## src/rtl/control_unit_fsm.sv

```systemverilog
// Multi-cycle processor control unit: sequences IF/ID/EXE/MEM/WB per opcode
// and decodes the datapath control strobes from state and the latched opcode.
// Optional jal/jr support is enabled by defining the CTRL_JAL_EN macro.
module control_unit_fsm #(
  parameter logic [5:0] HALT_OPCODE = 6'b111111,
  parameter logic [2:0] RESET_STATE = 3'b000
) (
  input  logic       clk,
  input  logic       rst,
  input  logic [5:0] opcode,
  input  logic       zero,
  output logic       pc_write,
  output logic [1:0] pc_src,
  output logic       ir_write,
  output logic       ext_sel,
  output logic       alu_src_a,
  output logic       alu_src_b,
  output logic [2:0] alu_op,
  output logic       mem_read,
  output logic       mem_write,
  output logic       reg_write,
  output logic [1:0] reg_dst,
  output logic [1:0] wr_data_src,
  output logic [2:0] state
);

  localparam logic [2:0] S_IF   = 3'b000;
  localparam logic [2:0] S_ID   = 3'b001;
  localparam logic [2:0] S_EXE  = 3'b010;
  localparam logic [2:0] S_MEM  = 3'b011;
  localparam logic [2:0] S_WB   = 3'b100;
  localparam logic [2:0] S_HALT = 3'b111;

  localparam logic [5:0] OP_ADD   = 6'b000000;
  localparam logic [5:0] OP_SUB   = 6'b000001;
  localparam logic [5:0] OP_ADDIU = 6'b000010;
  localparam logic [5:0] OP_ANDI  = 6'b010000;
  localparam logic [5:0] OP_ORI   = 6'b010010;
  localparam logic [5:0] OP_SLTI  = 6'b011100;
  localparam logic [5:0] OP_SW    = 6'b100110;
  localparam logic [5:0] OP_LW    = 6'b100111;
  localparam logic [5:0] OP_BEQ   = 6'b110000;
  localparam logic [5:0] OP_BNE   = 6'b110001;
  localparam logic [5:0] OP_J     = 6'b111000;

  localparam logic [2:0] ALU_ADD = 3'd0;
  localparam logic [2:0] ALU_SUB = 3'd1;
  localparam logic [2:0] ALU_AND = 3'd2;
  localparam logic [2:0] ALU_OR  = 3'd3;
  localparam logic [2:0] ALU_SLT = 3'd4;

  localparam logic [1:0] PC_PLUS4  = 2'd0;
  localparam logic [1:0] PC_BRANCH = 2'd1;
  localparam logic [1:0] PC_JUMP   = 2'd2;

  localparam logic [1:0] DST_RT = 2'd0;
  localparam logic [1:0] DST_RD = 2'd1;

  localparam logic [1:0] WD_ALU = 2'd0;
  localparam logic [1:0] WD_MEM = 2'd1;

`ifdef CTRL_JAL_EN
  localparam logic [5:0] OP_JR  = 6'b111001;
  localparam logic [5:0] OP_JAL = 6'b111010;
  localparam logic [1:0] PC_RS  = 2'd3;
  localparam logic [1:0] DST_RA = 2'd2;
  localparam logic [1:0] WD_PC4 = 2'd2;
`endif

  logic [2:0] state_q;
  logic [2:0] state_d;
  logic [5:0] op_q;
  logic [5:0] op_cur;

  // Immediates of arithmetic, compare, memory and branch ops are sign-extended
  function automatic logic sign_ext(input logic [5:0] op);
    case (op)
      OP_ADDIU, OP_SLTI, OP_LW, OP_SW, OP_BEQ, OP_BNE: return 1'b1;
      default:                                          return 1'b0;
    endcase
  endfunction

  // Opcodes that proceed from ID into EXE
  function automatic logic goes_to_exe(input logic [5:0] op);
    case (op)
      OP_ADD, OP_SUB, OP_ADDIU, OP_ANDI, OP_ORI, OP_SLTI,
      OP_SW, OP_LW, OP_BEQ, OP_BNE: return 1'b1;
      default:                      return 1'b0;
    endcase
  endfunction

  assign state  = state_q;
  assign op_cur = (state_q == S_ID) ? opcode : op_q;

  // State register and opcode latch (opcode captured on the ID edge)
  always_ff @(posedge clk) begin
    if (rst) begin
      state_q <= RESET_STATE;
      op_q    <= '0;
    end else begin
      state_q <= state_d;
      if (state_q == S_ID) begin
        op_q <= opcode;
      end
    end
  end

  // Next-state and control decode; all strobes forced low while in reset
  always_comb begin
    state_d     = state_q;
    pc_write    = 1'b0;
    pc_src      = PC_PLUS4;
    ir_write    = 1'b0;
    ext_sel     = 1'b0;
    alu_src_a   = 1'b0;
    alu_src_b   = 1'b0;
    alu_op      = ALU_ADD;
    mem_read    = 1'b0;
    mem_write   = 1'b0;
    reg_write   = 1'b0;
    reg_dst     = DST_RT;
    wr_data_src = WD_ALU;

    case (state_q)
      S_IF: begin
        ir_write = 1'b1;
        pc_write = 1'b1;
        pc_src   = PC_PLUS4;
        state_d  = S_ID;
      end

      S_ID: begin
        ext_sel = sign_ext(op_cur);
        state_d = S_IF;
        if (op_cur == OP_J) begin
          pc_write = 1'b1;
          pc_src   = PC_JUMP;
        end
`ifdef CTRL_JAL_EN
        else if (op_cur == OP_JAL) begin
          pc_write    = 1'b1;
          pc_src      = PC_JUMP;
          reg_write   = 1'b1;
          reg_dst     = DST_RA;
          wr_data_src = WD_PC4;
        end else if (op_cur == OP_JR) begin
          pc_write = 1'b1;
          pc_src   = PC_RS;
        end
`endif
        else if (op_cur == HALT_OPCODE) begin
          state_d = S_HALT;
        end else if (goes_to_exe(op_cur)) begin
          state_d = S_EXE;
        end
      end

      S_EXE: begin
        ext_sel = sign_ext(op_cur);
        state_d = S_WB;
        case (op_cur)
          OP_BEQ, OP_BNE: begin
            alu_op   = ALU_SUB;
            pc_src   = PC_BRANCH;
            pc_write = (op_cur == OP_BEQ) ? zero : ~zero;
            state_d  = S_IF;
          end
          OP_LW, OP_SW: begin
            alu_op    = ALU_ADD;
            alu_src_b = 1'b1;
            state_d   = S_MEM;
          end
          OP_ADD:   alu_op = ALU_ADD;
          OP_SUB:   alu_op = ALU_SUB;
          OP_ADDIU: begin alu_op = ALU_ADD; alu_src_b = 1'b1; end
          OP_ANDI:  begin alu_op = ALU_AND; alu_src_b = 1'b1; end
          OP_ORI:   begin alu_op = ALU_OR;  alu_src_b = 1'b1; end
          OP_SLTI:  begin alu_op = ALU_SLT; alu_src_b = 1'b1; end
          default:  state_d = S_IF;
        endcase
      end

      S_MEM: begin
        ext_sel = sign_ext(op_cur);
        state_d = S_IF;
        if (op_cur == OP_LW) begin
          mem_read = 1'b1;
          state_d  = S_WB;
        end else if (op_cur == OP_SW) begin
          mem_write = 1'b1;
        end
      end

      S_WB: begin
        ext_sel     = sign_ext(op_cur);
        reg_write   = 1'b1;
        reg_dst     = (op_cur == OP_ADD || op_cur == OP_SUB) ? DST_RD : DST_RT;
        wr_data_src = (op_cur == OP_LW) ? WD_MEM : WD_ALU;
        state_d     = S_IF;
      end

      S_HALT: state_d = S_HALT;

      default: state_d = S_IF;
    endcase

    if (rst) begin
      pc_write    = 1'b0;
      pc_src      = PC_PLUS4;
      ir_write    = 1'b0;
      ext_sel     = 1'b0;
      alu_src_a   = 1'b0;
      alu_src_b   = 1'b0;
      alu_op      = ALU_ADD;
      mem_read    = 1'b0;
      mem_write   = 1'b0;
      reg_write   = 1'b0;
      reg_dst     = DST_RT;
      wr_data_src = WD_ALU;
    end
  end

endmodule
```

## config.mk

```make
export PLATFORM = sky130hd
export DESIGN_NAME = control_unit_fsm
export DESIGN_NICKNAME = d
export VERILOG_FILES = /design/src/rtl/control_unit_fsm.sv
export SDC_FILE = /design/constraint.sdc
export NUM_CORES = 1
export LEC_CHECK = 0
export CAP_MARGIN = 20
export CORE_ASPECT_RATIO = 0.6
export CORE_MARGIN = 10
export CORE_UTILIZATION = 32
export CTS_CLUSTER_DIAMETER = 30
export DETAILED_ROUTE_END_ITERATION = 12
export DONT_BUFFER_PORTS = 1
export GPL_TIMING_DRIVEN = 0
export HOLD_SLACK_MARGIN = 0.15
export PLACE_DENSITY = 0.53
export SYNTH_ARGS = -nofsm -noshare
export SYNTH_HDL_FRONTEND = slang
export SYNTH_SLANG_ARGS = --single-unit
```

## constraint.sdc

```tcl
create_clock -name clk -period 2.7 [get_ports clk]
set_input_delay 0.405 -clock clk [delete_from_list [all_inputs] [get_ports clk]]
set_output_delay 0.405 -clock clk [all_outputs]
set_load 0.02 [all_outputs]
```

==> metrics.yaml <==
finish:
  drive_above_1_share_pct: 28.8
  insertedDiodeCount: 0
  nNetsFinal: 163
  final_common_cell: "nor2_1"
  mostFrequentLayoutCells: "20 x nor2_1, 12 x buf_4, 7 x nand3_1, 7 x nand2_1, 6 x dfxtp_1"
  syn_to_final_growth_pct: 26.8
  nFillCells: 305
sta:
  fin_crit_ns: 2.64
  hold_violations: 0
  rsz0062_at_grt: "yes"
  fin_setup_tns_ns: 0
  fin_crit_sh_pct: 97.9
  finalSetupViolCount: 0
  max_clock_freq_mhz: 378
  hold_ws_ns: 0.300
  tightest_slew_ns: 0.601
  skew_ns: 0.00327
  slew-limit-headroom_pct: 59.4
  final-max-slew-violation-count: 0
grt:
  track_usage_pct: 12.1
  antenna_found_initial: 0
  grt_pass1_vias: 1077
  grt_max_degree: 11
  grt_pass1_wl_um: 5840
  overflow: 0
route:
  vias: 1200
  vias_per_cell: 6.15
  wl_per_cell_um: 20.2
  drcViolationCount: 0
  detail-route-antenna-nets: 0
  dr.pass1.iters: 4
  drt_iter0_drc: 145
  drt-total-wl_um: 3930
floorplan:
  dieArea_um2: 5970
  io_pins: 29
  floorplan.initialDensity_pct: 34.5
  die_height_um: 64.0
  core-area_um2: 2980
  die_x_um: 93.3
  num_rows: 15
worst_setup_path:
  worst_ep_required_time_ns: 2.30
  critPathArrivalTime_ns: 2.24
  crit_path_start_kind: "flip-flop"
  cp-end-kind: "output port"
  path_max_fanout: 10
  setup.worst_path.class: "reg2out"
clock_tree:
  cts_num_sinks: 9
  clockBufferDepth: 2
  path_clk_slew_ns: 0.05
  root_buffer: "clkbuf_8"
  cts_tree: "yes"
  htree_levels: 1
  cts_buffers: 3
  cts_hold_buf: 0
  clk_latency_ns: 0.25
synth:
  syn_inst: 143
  async_flop_share_pct: 0
  ys_types: 45
  synth_seq_cells: 9
  synth.avg_cell_area_um2: 7.21
  ys_seq_area_share_pct: 17.5
  yosys_warnings: 0
  synth_ff_type: "dfxtp_1"
  syn_area_um2: 1030
  synth-edff-count: 0
job:
  max_cap_viol_count: 0
power:
  ir_drop_uv: 140
  p_leak_uw: 0.000453
  p_per_area_nw_per_um2: 381
place:
  place_congestion: 0.870
  io_buffers: 0
  dp_hpwl_um: 2830
run_status:
  status: "finished, final reports clean"
min_path:
  hold_path_class: "in2reg"
[power breakdown]
part	switching (µW)	internal, µW	leakage [µW]
clock network	68.8	104	0.0000228
logic	102	66.4	0.000355
registers	15.4	142	0.0000750
[per-stage QoR]
stage / instances / power, µW / setup slack, ns / util (%) / area, µm²
6_report: 195 / 498 / 0.0577 / 43.8 / 1310
2_1_floorplan: 145 / 261 / 0.0281 / - / 1040
4_1_cts: 196 / 481 / 0.00668 / 41.5 / 1240
5_1_grt: 195 / 520 / -0.0166 / 43.8 / 1310
3_3_place_gp: 187 / 288 / -0.484 / 36.6 / 1090
3_5_place_dp: 189 / 289 / -0.289 / 36.9 / 1100
[flip-flops by register name, indices dropped and copies added (netlist names)]
register and count:
op_q 6, state 3
[cell type report]
type                            count  area [µm²]  share of cell area (%)
Buffer                             13        80.1                    6.12
Clock buffer                        4        45.0                    3.44
Inverter                            5        18.8                    1.44
Tap cell                           42        52.6                    4.02
Multi-Input combinational cell    116         888                    67.9
Timing Repair Buffer                6        38.8                    2.97
Sequential cell                     9         184                    14.1
[cells in the mapped netlist, types with 2 or more instances]
cell type   n  area share (%)
clkbuf_1    6             2.2
buf_4       4             2.9
a21oi_1     3             1.5
o21ai_0     4             1.9
and3b_1     2             1.7
o211ai_1    3             2.2
or4b_2      3             2.9
xnor2_1     2             1.7
nor4_1      5             3.0
mux2_2      2             2.2
nand3b_1    3             2.2
nand2_1     7             2.5
a211oi_1    6             4.4
nor4_2      2             2.4
o31ai_1     4             2.9
dfxtp_1     9              17
nand4b_1    2             1.7
nand3_1     7             3.4
a31oi_1     2             1.2
mux2i_1     4             3.9
nor3_1      7             3.4
or3_1       4             2.4
inv_1       5             1.8
buf_2       5             2.4
and3_1      3             1.8
nor2_1     20             7.3
[kinds of logic (layout without fill, tap and decap cells)]
| logic type | count (synthesis) | in the layout | share of synthesized area, % |
|---|---|---|---|
| simple gates | 76 | 76 | 44.5 |
| flops | 9 | 9 | 17.5 |
| xor+xnor | 2 | 2 | 1.70 |
| buf+inv | 20 | 28 | 9.34 |
| compound gates | 29 | 29 | 20.5 |
| mux | 6 | 6 | 6.07 |
| other cells | 1 | 3 | 0.364 |
[worst paths after layout]
path | start | end | depth (start not counted) | slack (ns)
hold / removal | opcode[2] | op_q[2] | 2 | 0.30
hold reg to reg | op_q[2] | op_q[2] | 3 | 0.71
setup / recovery | state[2] | ext_sel | 6 | 0.06
setup reg to reg | state[0] | state[2] | 7 | 0.60
[per-layer routing]
metal  part of all wire [%]  routed length, µm  global-route usage (%)
met5                      0                  0                       0
met2                     42               1670                    15.8
met4                   0.53                 21                    4.21
met1                     47               1870                    16.6
met3                    9.6                377                    5.71
[critical path: stages (launching register included)]
cell	delay (ns)
dfxtp_2	0.35
buf_4	0.19
or3b_4	0.43
buf_4	0.22
nor4_4	0.29
o21ai_1	0.14
a211oi_4	0.37
[what timing repair did]
| item | in CTS | in global routing |
|---|---|---|
| pin swaps | 3 | 2 |
| buffers inserted | 3 | 0 |
| endpoints found under the setup margin | 8 | 6 |
| gates resized for setup | 18 | 10 |
Note: power is estimated with default switching activity, not from simulation.
